===== src/rtl/eth_mac_tx_10g.sv =====
// eth_mac_tx_10g: 10G MAC transmit framer turning AXI-stream frames into XGMII 64-bit words.
// Adds /S/+preamble+SFD, CRC32 FCS, /T/ and a fixed idle IFG, advancing only on the PCS clock enable.
module eth_mac_tx_10g #(
  parameter int IFG_CYCLES = 2
) (
  input  logic        i_clk,
  input  logic        i_reset,
  input  logic        i_clk_en,
  input  logic [63:0] i_axis_tdata,
  input  logic [7:0]  i_axis_tkeep,
  input  logic        i_axis_tvalid,
  input  logic        i_axis_tlast,
  output logic        o_axis_tready,
  output logic [7:0]  o_xgmii_ctrl,
  output logic [63:0] o_xgmii_data,
  output logic        o_frame_done,
  output logic        o_underrun
);

  localparam logic [63:0] IDLE_WORD = {8{8'h07}};
  localparam logic [63:0] ERR_WORD  = {8{8'hFE}};
  localparam logic [63:0] PREAMBLE  = 64'hD5555555555555FB;
  localparam logic [31:0] CRC_POLY  = 32'hEDB88320;
  localparam logic [7:0]  IFG_LAST  = 8'(IFG_CYCLES - 1);

  typedef enum logic [1:0] {ST_IDLE, ST_DATA, ST_TAIL, ST_IFG} state_t;

  state_t      state, state_nxt;
  logic [31:0] crc, crc_nxt, crc_beat, fcs;
  logic [31:0] fcs_q, fcs_nxt;
  logic [3:0]  tail_n, tail_n_nxt;
  logic [7:0]  ifg_cnt, ifg_cnt_nxt;
  logic [7:0]  ctrl_q, ctrl_nxt;
  logic [63:0] data_q, data_nxt;
  logic        done_q, done_nxt, unr_q, unr_nxt;
  logic [3:0]  n_valid;

  function automatic logic [31:0] crc_byte(input logic [31:0] c, input logic [7:0] b);
    logic [31:0] r;
    r = c ^ {24'h0, b};
    for (int i = 0; i < 8; i++) r = r[0] ? ((r >> 1) ^ CRC_POLY) : (r >> 1);
    return r;
  endfunction

  // Lane content at position p of the trailer stream: 4 FCS bytes, then /T/, then idles.
  function automatic logic [8:0] fcs_lane(input int p, input logic [31:0] f);
    if (p < 4)       return {1'b0, f[8*p +: 8]};
    else if (p == 4) return {1'b1, 8'hFD};
    else             return {1'b1, 8'h07};
  endfunction

  always_comb begin
    crc_beat = crc;
    n_valid  = 4'd0;
    for (int k = 0; k < 8; k++) begin
      if (i_axis_tkeep[k]) begin
        crc_beat = crc_byte(crc_beat, i_axis_tdata[8*k +: 8]);
        n_valid  = n_valid + 4'd1;
      end
    end
  end

  assign fcs = ~crc_beat;

  always_comb begin
    state_nxt   = state;
    crc_nxt     = crc;
    fcs_nxt     = fcs_q;
    tail_n_nxt  = tail_n;
    ifg_cnt_nxt = ifg_cnt;
    ctrl_nxt    = 8'hFF;
    data_nxt    = IDLE_WORD;
    done_nxt    = 1'b0;
    unr_nxt     = 1'b0;
    case (state)
      ST_IDLE: begin
        if (i_axis_tvalid) begin
          ctrl_nxt  = 8'h01;
          data_nxt  = PREAMBLE;
          crc_nxt   = 32'hFFFFFFFF;
          state_nxt = ST_DATA;
        end
      end
      ST_DATA: begin
        if (!i_axis_tvalid || (!i_axis_tlast && i_axis_tkeep != 8'hFF)) begin
          data_nxt    = ERR_WORD;
          unr_nxt     = 1'b1;
          ifg_cnt_nxt = 8'd0;
          state_nxt   = ST_IFG;
        end else if (!i_axis_tlast) begin
          ctrl_nxt = 8'h00;
          data_nxt = i_axis_tdata;
          crc_nxt  = crc_beat;
        end else begin
          crc_nxt = crc_beat;
          for (int k = 0; k < 8; k++) begin
            if (k < int'(n_valid)) begin
              ctrl_nxt[k]        = 1'b0;
              data_nxt[8*k +: 8] = i_axis_tdata[8*k +: 8];
            end else begin
              {ctrl_nxt[k], data_nxt[8*k +: 8]} = fcs_lane(k - int'(n_valid), fcs);
            end
          end
          // Up to 3 data bytes leave room for the whole FCS and /T/ in this word.
          if (n_valid <= 4'd3) begin
            done_nxt    = 1'b1;
            ifg_cnt_nxt = 8'd0;
            state_nxt   = ST_IFG;
          end else begin
            fcs_nxt    = fcs;
            tail_n_nxt = n_valid;
            state_nxt  = ST_TAIL;
          end
        end
      end
      ST_TAIL: begin
        for (int k = 0; k < 8; k++)
          {ctrl_nxt[k], data_nxt[8*k +: 8]} = fcs_lane(k + 8 - int'(tail_n), fcs_q);
        done_nxt    = 1'b1;
        ifg_cnt_nxt = 8'd0;
        state_nxt   = ST_IFG;
      end
      ST_IFG: begin
        if (ifg_cnt == IFG_LAST) begin
          ifg_cnt_nxt = 8'd0;
          state_nxt   = ST_IDLE;
        end else begin
          ifg_cnt_nxt = ifg_cnt + 8'd1;
        end
      end
      default: state_nxt = ST_IDLE;
    endcase
  end

  always_ff @(posedge i_clk) begin
    if (i_reset) begin
      state   <= ST_IDLE;
      crc     <= 32'hFFFFFFFF;
      fcs_q   <= 32'h0;
      tail_n  <= 4'd0;
      ifg_cnt <= 8'd0;
      ctrl_q  <= 8'hFF;
      data_q  <= IDLE_WORD;
      done_q  <= 1'b0;
      unr_q   <= 1'b0;
    end else if (i_clk_en) begin
      state   <= state_nxt;
      crc     <= crc_nxt;
      fcs_q   <= fcs_nxt;
      tail_n  <= tail_n_nxt;
      ifg_cnt <= ifg_cnt_nxt;
      ctrl_q  <= ctrl_nxt;
      data_q  <= data_nxt;
      done_q  <= done_nxt;
      unr_q   <= unr_nxt;
    end
  end

  // Pulse flags hold with the word; gating by the enable shows them in exactly one consumed cycle.
  assign o_axis_tready = (state == ST_DATA) && i_clk_en;
  assign o_xgmii_ctrl  = ctrl_q;
  assign o_xgmii_data  = data_q;
  assign o_frame_done  = done_q && i_clk_en;
  assign o_underrun    = unr_q && i_clk_en;

endmodule


===== config.mk =====
export PLATFORM = sky130hd
export DESIGN_NAME = eth_mac_tx_10g
export DESIGN_NICKNAME = d
export VERILOG_FILES = /design/src/rtl/eth_mac_tx_10g.sv
export SDC_FILE = /design/constraint.sdc
export NUM_CORES = 1
export LEC_CHECK = 0
export CAP_MARGIN = 5
export CORE_UTILIZATION = 35
export DETAILED_ROUTE_END_ITERATION = 8
export PLACE_DENSITY = 0.48
export REMOVE_ABC_BUFFERS = 1
export SYNTH_ARGS = -nofsm -noshare
export SYNTH_HDL_FRONTEND = slang
export SYNTH_SLANG_ARGS = --single-unit

===== constraint.sdc =====
create_clock -name i_clk -period 18.85 [get_ports i_clk]
set_clock_uncertainty 0.2 [all_clocks]
set_input_delay 3.77 -clock i_clk [delete_from_list [all_inputs] [get_ports i_clk]]
set_output_delay 3.77 -clock i_clk [all_outputs]
set_load 0.02 [all_outputs]

==> metrics.yaml, run 1 <==
drt:
  drtIter0Drc: 3101
  ant_nets: 0
  routed.top_layer: "met5"
  drt-total-wl_um: 124000
  dr.pass1.iters: 6
  dr_wl_met2_um: 50400
  route.vias.total: 24522
  wl_met1_um: 57700
  via_per_inst: 6.20
  wl_met3_um: 11800
  drc: 0
  wl_per_cell_um: 31.5
placement:
  gp_congestion: 0.993
  dpl.hpwl_um: 100000
  portBuffers: 151
  dpl.cell_count: 3918
timing:
  finalSetupViolations: 0
  final.setup.tns_ps: 0
  timing.hold.ws_ps: 262
  relSlewSlack_pct: 6.36
  grt_setup_unrepaired: "false"
  finalHoldViolations: 0
  min_period_over_period_pct: 87.1
  min_period_ps: 16410
  slew_viol_final: 0
  tightest_slew_ps: 1370
  max_freq_mhz: 60.9
cts:
  numCtsBuffers: 17
  cts_tree: "built"
  cts_resized: 0
  cts_buffer_depth: 2
  cts-htree-levels: 4
  clk_pin_slew_worst_paths_ps: 80
  cts.sinks: 152
  root_buffer: "clkbuf_16"
  cts_hold_buf: 0
  cts_setup_buffers: 0
  worstSkewPairLatency_ps: 470
grt:
  grt_use_total_pct: 34.4
  grt_max_degree: 80
  gr-total-overflow: 0
  first_global_vias: 22259
  grt_pass1_wl_um: 174000
  grt_antenna_before_repair: 6
logic_synthesis:
  async_flop_share_pct: 0
  yosysWarnings: 0
  synth_edf_count: 0
  synth_top_family_by_area: "XOR/XNOR gates"
  synth.cell_area_um2: 24400
  synthAdderAreaFrac_pct: 2.20
  synthCells: 2980
  synth_compound_area_share_pct: 24.3
  synthSimpleGateAreaFrac_pct: 18.2
  synthMuxAreaShare_pct: 9.82
  synth_seq_area_share_pct: 12.4
  ys_seq_elements: 152
  ys.flop_type: "dfxtp_1"
  ys_types: 117
  synth_xor_area_share_pct: 29.0
  avgSynthCellArea_um2: 8.20
setup_path:
  crit_required_ps: 19040
  slowest_delay_ps: 1070
  cp_data_arrival_time_ps: 16600
  slowest_stage: "mux2i_1"
  crit_top_cell: "xnor3_1"
  crit_type: "in2reg"
  crit_path_end_kind: "flop"
  critPathMaxFanout: 12
  start_kind: "primary input"
job:
  drv_cap: 0
layout:
  fin_cells: 3953
  drive_above_1_share_pct: 10.2
  nets: 3126
  final_util_pct: 39.7
  area_growth_pct: 11.8
floorplan:
  die_h_um: 266
  row_count: 96
  die_area_um2: 70900
  start_util_pct: 35.5
  chipWidth_um: 266
  core_um2: 68800
  boundaryPins: 152
worst_hold_path:
  hold_class: "reg2reg"
status:
  outcome: "finished, final reports clean"
[cell families (layout without fill, tap and decap cells)]
kind of cell | count (synthesis) | after routing
fa+ha+maj | 43 | 43
xor+xnor | 558 | 558
other cells | 0 | 3
simple gates | 923 | 923
compound gates | 872 | 872
buf+inv | 246 | 285
mux | 186 | 186
flops | 152 | 152
[path summary, 6_finish.rpt]
check | start | to | slack (ps) | depth (start not counted)
setup / recovery | i_axis_tdata[7] | o_xgmii_data[57] | 2440 | 31
hold / removal | done_q | done_q | 260 | 2
setup reg to reg | crc[1] | o_xgmii_data[57] | 5820 | 30
hold reg to reg | done_q | done_q | 260 | 2
[synth_stat cells (16+ instances only)]
cell | count | area share [%]
nand2_1 | 239 | 3.7
o221ai_1 | 24 | 0.86
a21o_1 | 32 | 0.98
nand2b_1 | 50 | 1.3
nor3_1 | 53 | 1.1
o21ai_0 | 143 | 2.9
nor2_1 | 304 | 4.7
a211o_1 | 21 | 0.75
nor2b_1 | 23 | 0.59
inv_1 | 38 | 0.58
xnor2_1 | 275 | 9.9
nand4_1 | 20 | 0.51
xnor2_2 | 25 | 1.7
clkbuf_1 | 147 | 2.3
xor3_1 | 18 | 1.8
or3_1 | 31 | 0.79
mux2i_1 | 118 | 4.8
mux2_2 | 24 | 1.1
dfxtp_1 | 152 | 12
ha_1 | 43 | 2.2
o211a_1 | 16 | 0.66
o211ai_1 | 31 | 0.95
o21ai_1 | 26 | 0.53
a211oi_1 | 56 | 1.7
a21oi_1 | 245 | 5.0
buf_1 | 26 | 0.40
mux4_2 | 31 | 2.9
xor2_1 | 113 | 4.0
and2_1 | 38 | 0.97
a31oi_1 | 34 | 0.87
nand3_1 | 52 | 1.1
o21a_1 | 25 | 0.77
xnor3_1 | 97 | 8.9
or2_2 | 28 | 0.72
o22ai_1 | 44 | 1.1
[final cells by class]
cell class	count	area, um^2
Antenna cell	3	7.51
Clock buffer	18	439
Clock inverter	14	160
Fill cell	7064	41500
Inverter	50	188
Multi-Input combinational cell	2582	20500
Sequential cell	152	3040
Tap cell	931	1160
Timing Repair Buffer	203	1860
[per-layer routing]
metal  vias up  global-route usage, %
li1      10905                      -
met1     12161                   51.1
met2      1304                   48.3
met3       148                   7.29
met4         4                   11.4
met5         -                      0
[worst max-delay path, delay by kind of cell]
kind,cells,cell delay (ps)
buffers and inverters,1,540
AOI/OAI and AO/OA,9,2520
muxes,4,1930
and+or+nand+nor,6,2800
xor gates and xnor gates,11,4990
[placed cells by master, fill, tap and decap left out, types with 38 or more instances in the layout]
cell type,count
a211oi_1,56
a21oi_1,243
buf_4,50
clkdlybuf4s50_1,141
dfxtp_1,151
ha_1,42
inv_1,38
mux2i_1,117
nand2_1,239
nand2b_1,50
nand3_1,52
nor2_1,303
nor3_1,52
o21ai_0,143
o22ai_1,44
xnor2_1,274
xnor3_1,97
xor2_1,113
[sequential cells by signal, summed over array words and instances (netlist names)]
register      cells
done_q            1
state             2
crc              32
fcs_q            32
o_xgmii_ctrl      8
unr_q             1
o_xgmii_data     64
ifg_cnt           8
tail_n            4
[metrics by stage]
step	setup WS (ps)	area, um^2
global route	2040	27300
CTS	2700	27300
floorplan	5050	23600
finish	2440	27300
global placement	2260	26700
detailed placement	2250	26700
Power of run 1 is left out: the tool's default activity adds up to more than one toggle a clock period on the data nets, which glitch-free logic cannot reach.
==> run 2: changes to the inputs <==
--- a/config.mk
+++ b/config.mk
@@ -7,8 +7,8 @@
 export LEC_CHECK = 0
 export CAP_MARGIN = 5
 export CORE_UTILIZATION = 35
+export CTS_CLUSTER_SIZE = 12
 export DETAILED_ROUTE_END_ITERATION = 8
-export PLACE_DENSITY = 0.48
 export REMOVE_ABC_BUFFERS = 1
 export SYNTH_ARGS = -nofsm -noshare
 export SYNTH_HDL_FRONTEND = slang
==> run 2 against run 1 <==
Compared with the run above: fmax increased by 6.3%; flip-flop and latch count unchanged; global-route usage fell by 4.3 points; utilization is 0.15 points lower; clock-buffer cell count is 1 lower; final cell count down 0.28%; critical endpoint is now o_xgmii_data[14].
==> metrics.yaml, run 2 (synthesis gave the netlist of run 1 again) <==
timing:
  timing.hold.ws_ps: 265
  relSlewSlack_pct: 13.2
  final.setup.tns_ps: 0
  min_period_ps: 15440
  min_period_over_period_pct: 81.9
  grt_setup_unrepaired: "false"
  slew_viol_final: 0
  finalSetupViolations: 0
  finalHoldViolations: 0
  tightest_slew_ps: 1290
  max_freq_mhz: 64.8
placement:
  gp_congestion: 1.04
  portBuffers: 151
  dpl.hpwl_um: 87400
cts:
  cts_tree: "built"
  cts_resized: 0
  numCtsBuffers: 17
  cts-htree-levels: 4
  cts_buffer_depth: 2
  worstSkewPairLatency_ps: 460
  cts_hold_buf: 0
  cts_setup_buffers: 0
  clk_pin_slew_worst_paths_ps: 80
  cts.sinks: 152
  root_buffer: "clkbuf_16"
layout:
  nets: 3118
  final_util_pct: 39.5
  antennaDiodeCount: 0
  largest_register_ffs: 64
  final_common_cell: "nor2_1"
  area_growth_pct: 11.3
  final_cell_mix: "304 x nor2_1, 274 x xnor2_1, 244 x a21oi_1"
  drive_above_1_share_pct: 9.86
drt:
  wl_met1_um: 47500
  route.vias.total: 23954
  wl_per_cell_um: 27.8
  via_per_inst: 6.08
  ant_nets: 0
  drc: 0
  dr_wl_met2_um: 45600
  routed.top_layer: "met4"
  dr.pass1.iters: 8
  drtIter0Drc: 3288
  wl_met3_um: 11600
  drt-total-wl_um: 110000
grt:
  grt_max_degree: 73
  grt_antenna_before_repair: 0
  grt_pass1_wl_um: 156000
  first_global_vias: 21670
  gr-total-overflow: 0
  grt_use_total_pct: 30.1
setup_path:
  cp_data_arrival_time_ps: 15580
  start_kind: "primary input"
  reg2reg_slack_ps: 6790
  crit_top_cell: "xnor3_1"
  r2r-end: "o_xgmii_data[14]"
  critPathTopFamily: "XOR/XNOR gates"
  crit_required_ps: 18980
  crit_type: "in2reg"
  critPathMaxFanout: 11
  slowest_delay_ps: 870
  reg2regPathDepth: 30
  crit_path_end_kind: "flop"
  path_buf_inv: 1
  r2r-start: "crc[1]"
  slowest_stage: "a2111oi_4"
status:
  outcome: "finished, final reports clean"
job:
  drv_cap: 0
floorplan:
  die_area_um2: 70900
  row_count: 96
  die_h_um: 266
  start_util_pct: 35.5
  boundaryPins: 152
  core_um2: 68800
  chipWidth_um: 266
worst_hold_path:
  min-delay-start: "done_q"
  hold_path_depth: 2
  whs_endpoint: "done_q"
  hold_class: "reg2reg"
==> run 2: changes by cell type in the layout (fill, tap and decap cells not counted), moves of 2 or more <==
cell	change
buf_4	-6
clkinv_8	+3
diode_2	-3
bufinv_16	-2
==> run 2: cell type report <==
type                    count  area (um^2)
multi-input cells        2582        20400
clock inverters            15          156
flip-flops and latches    152         3040
repair buffers            195         1790
fillers                  7008        41600
well taps                 931         1160
clock buffers              17          425
inverters                  50          188
==> run 2: how the worst max path moves through the flow <==
stage | endpoint | startpoint | slack, ps | cells past startpoint
final | o_xgmii_data[14] | i_axis_tdata[3] | 3410 | 31
after global routing | o_xgmii_data[14] | i_axis_tdata[7] | 2930 | 31
after global placement | o_xgmii_data[14] | i_axis_tdata[2] | 3230 | 31
after CTS | o_xgmii_data[14] | i_axis_tdata[2] | 3580 | 31
after floorplan | o_xgmii_data[45] | i_axis_tkeep[1] | 5050 | 20
after detailed placement | o_xgmii_data[14] | i_axis_tdata[2] | 3160 | 31
==> run 2: worst reg2reg max path, delay by kind of cell (launching register included) <==
family | cells | cell delay (ps)
muxes | 3 | 1080
AOI/OAI and AO/OA | 9 | 3250
xor gates and xnor gates | 11 | 4670
and+or+nand+nor | 7 | 2200
DFF | 1 | 550
==> run 2: per-stage QoR <==
stage | instance area, um^2 | worst slack, ps | std cells
finish | 27200 | 3410 | 3942
global placement | 26600 | 3230 | 3910
global route | 27200 | 2930 | 3942
detailed placement | 26600 | 3160 | 3910
floorplan | 23600 | 5050 | 2784
CTS | 27200 | 3580 | 3942
==> run 2: layer usage <==
| metal | vias to the layer above | GRT usage (%) |
|---|---|---|
| met5 | - | 0 |
| met4 | 0 | 11.2 |
| met3 | 183 | 7.34 |
| met2 | 1292 | 43.7 |
| met1 | 11608 | 42.5 |
| li1 | 10871 | - |
Power of run 2 is left out for the same reason.
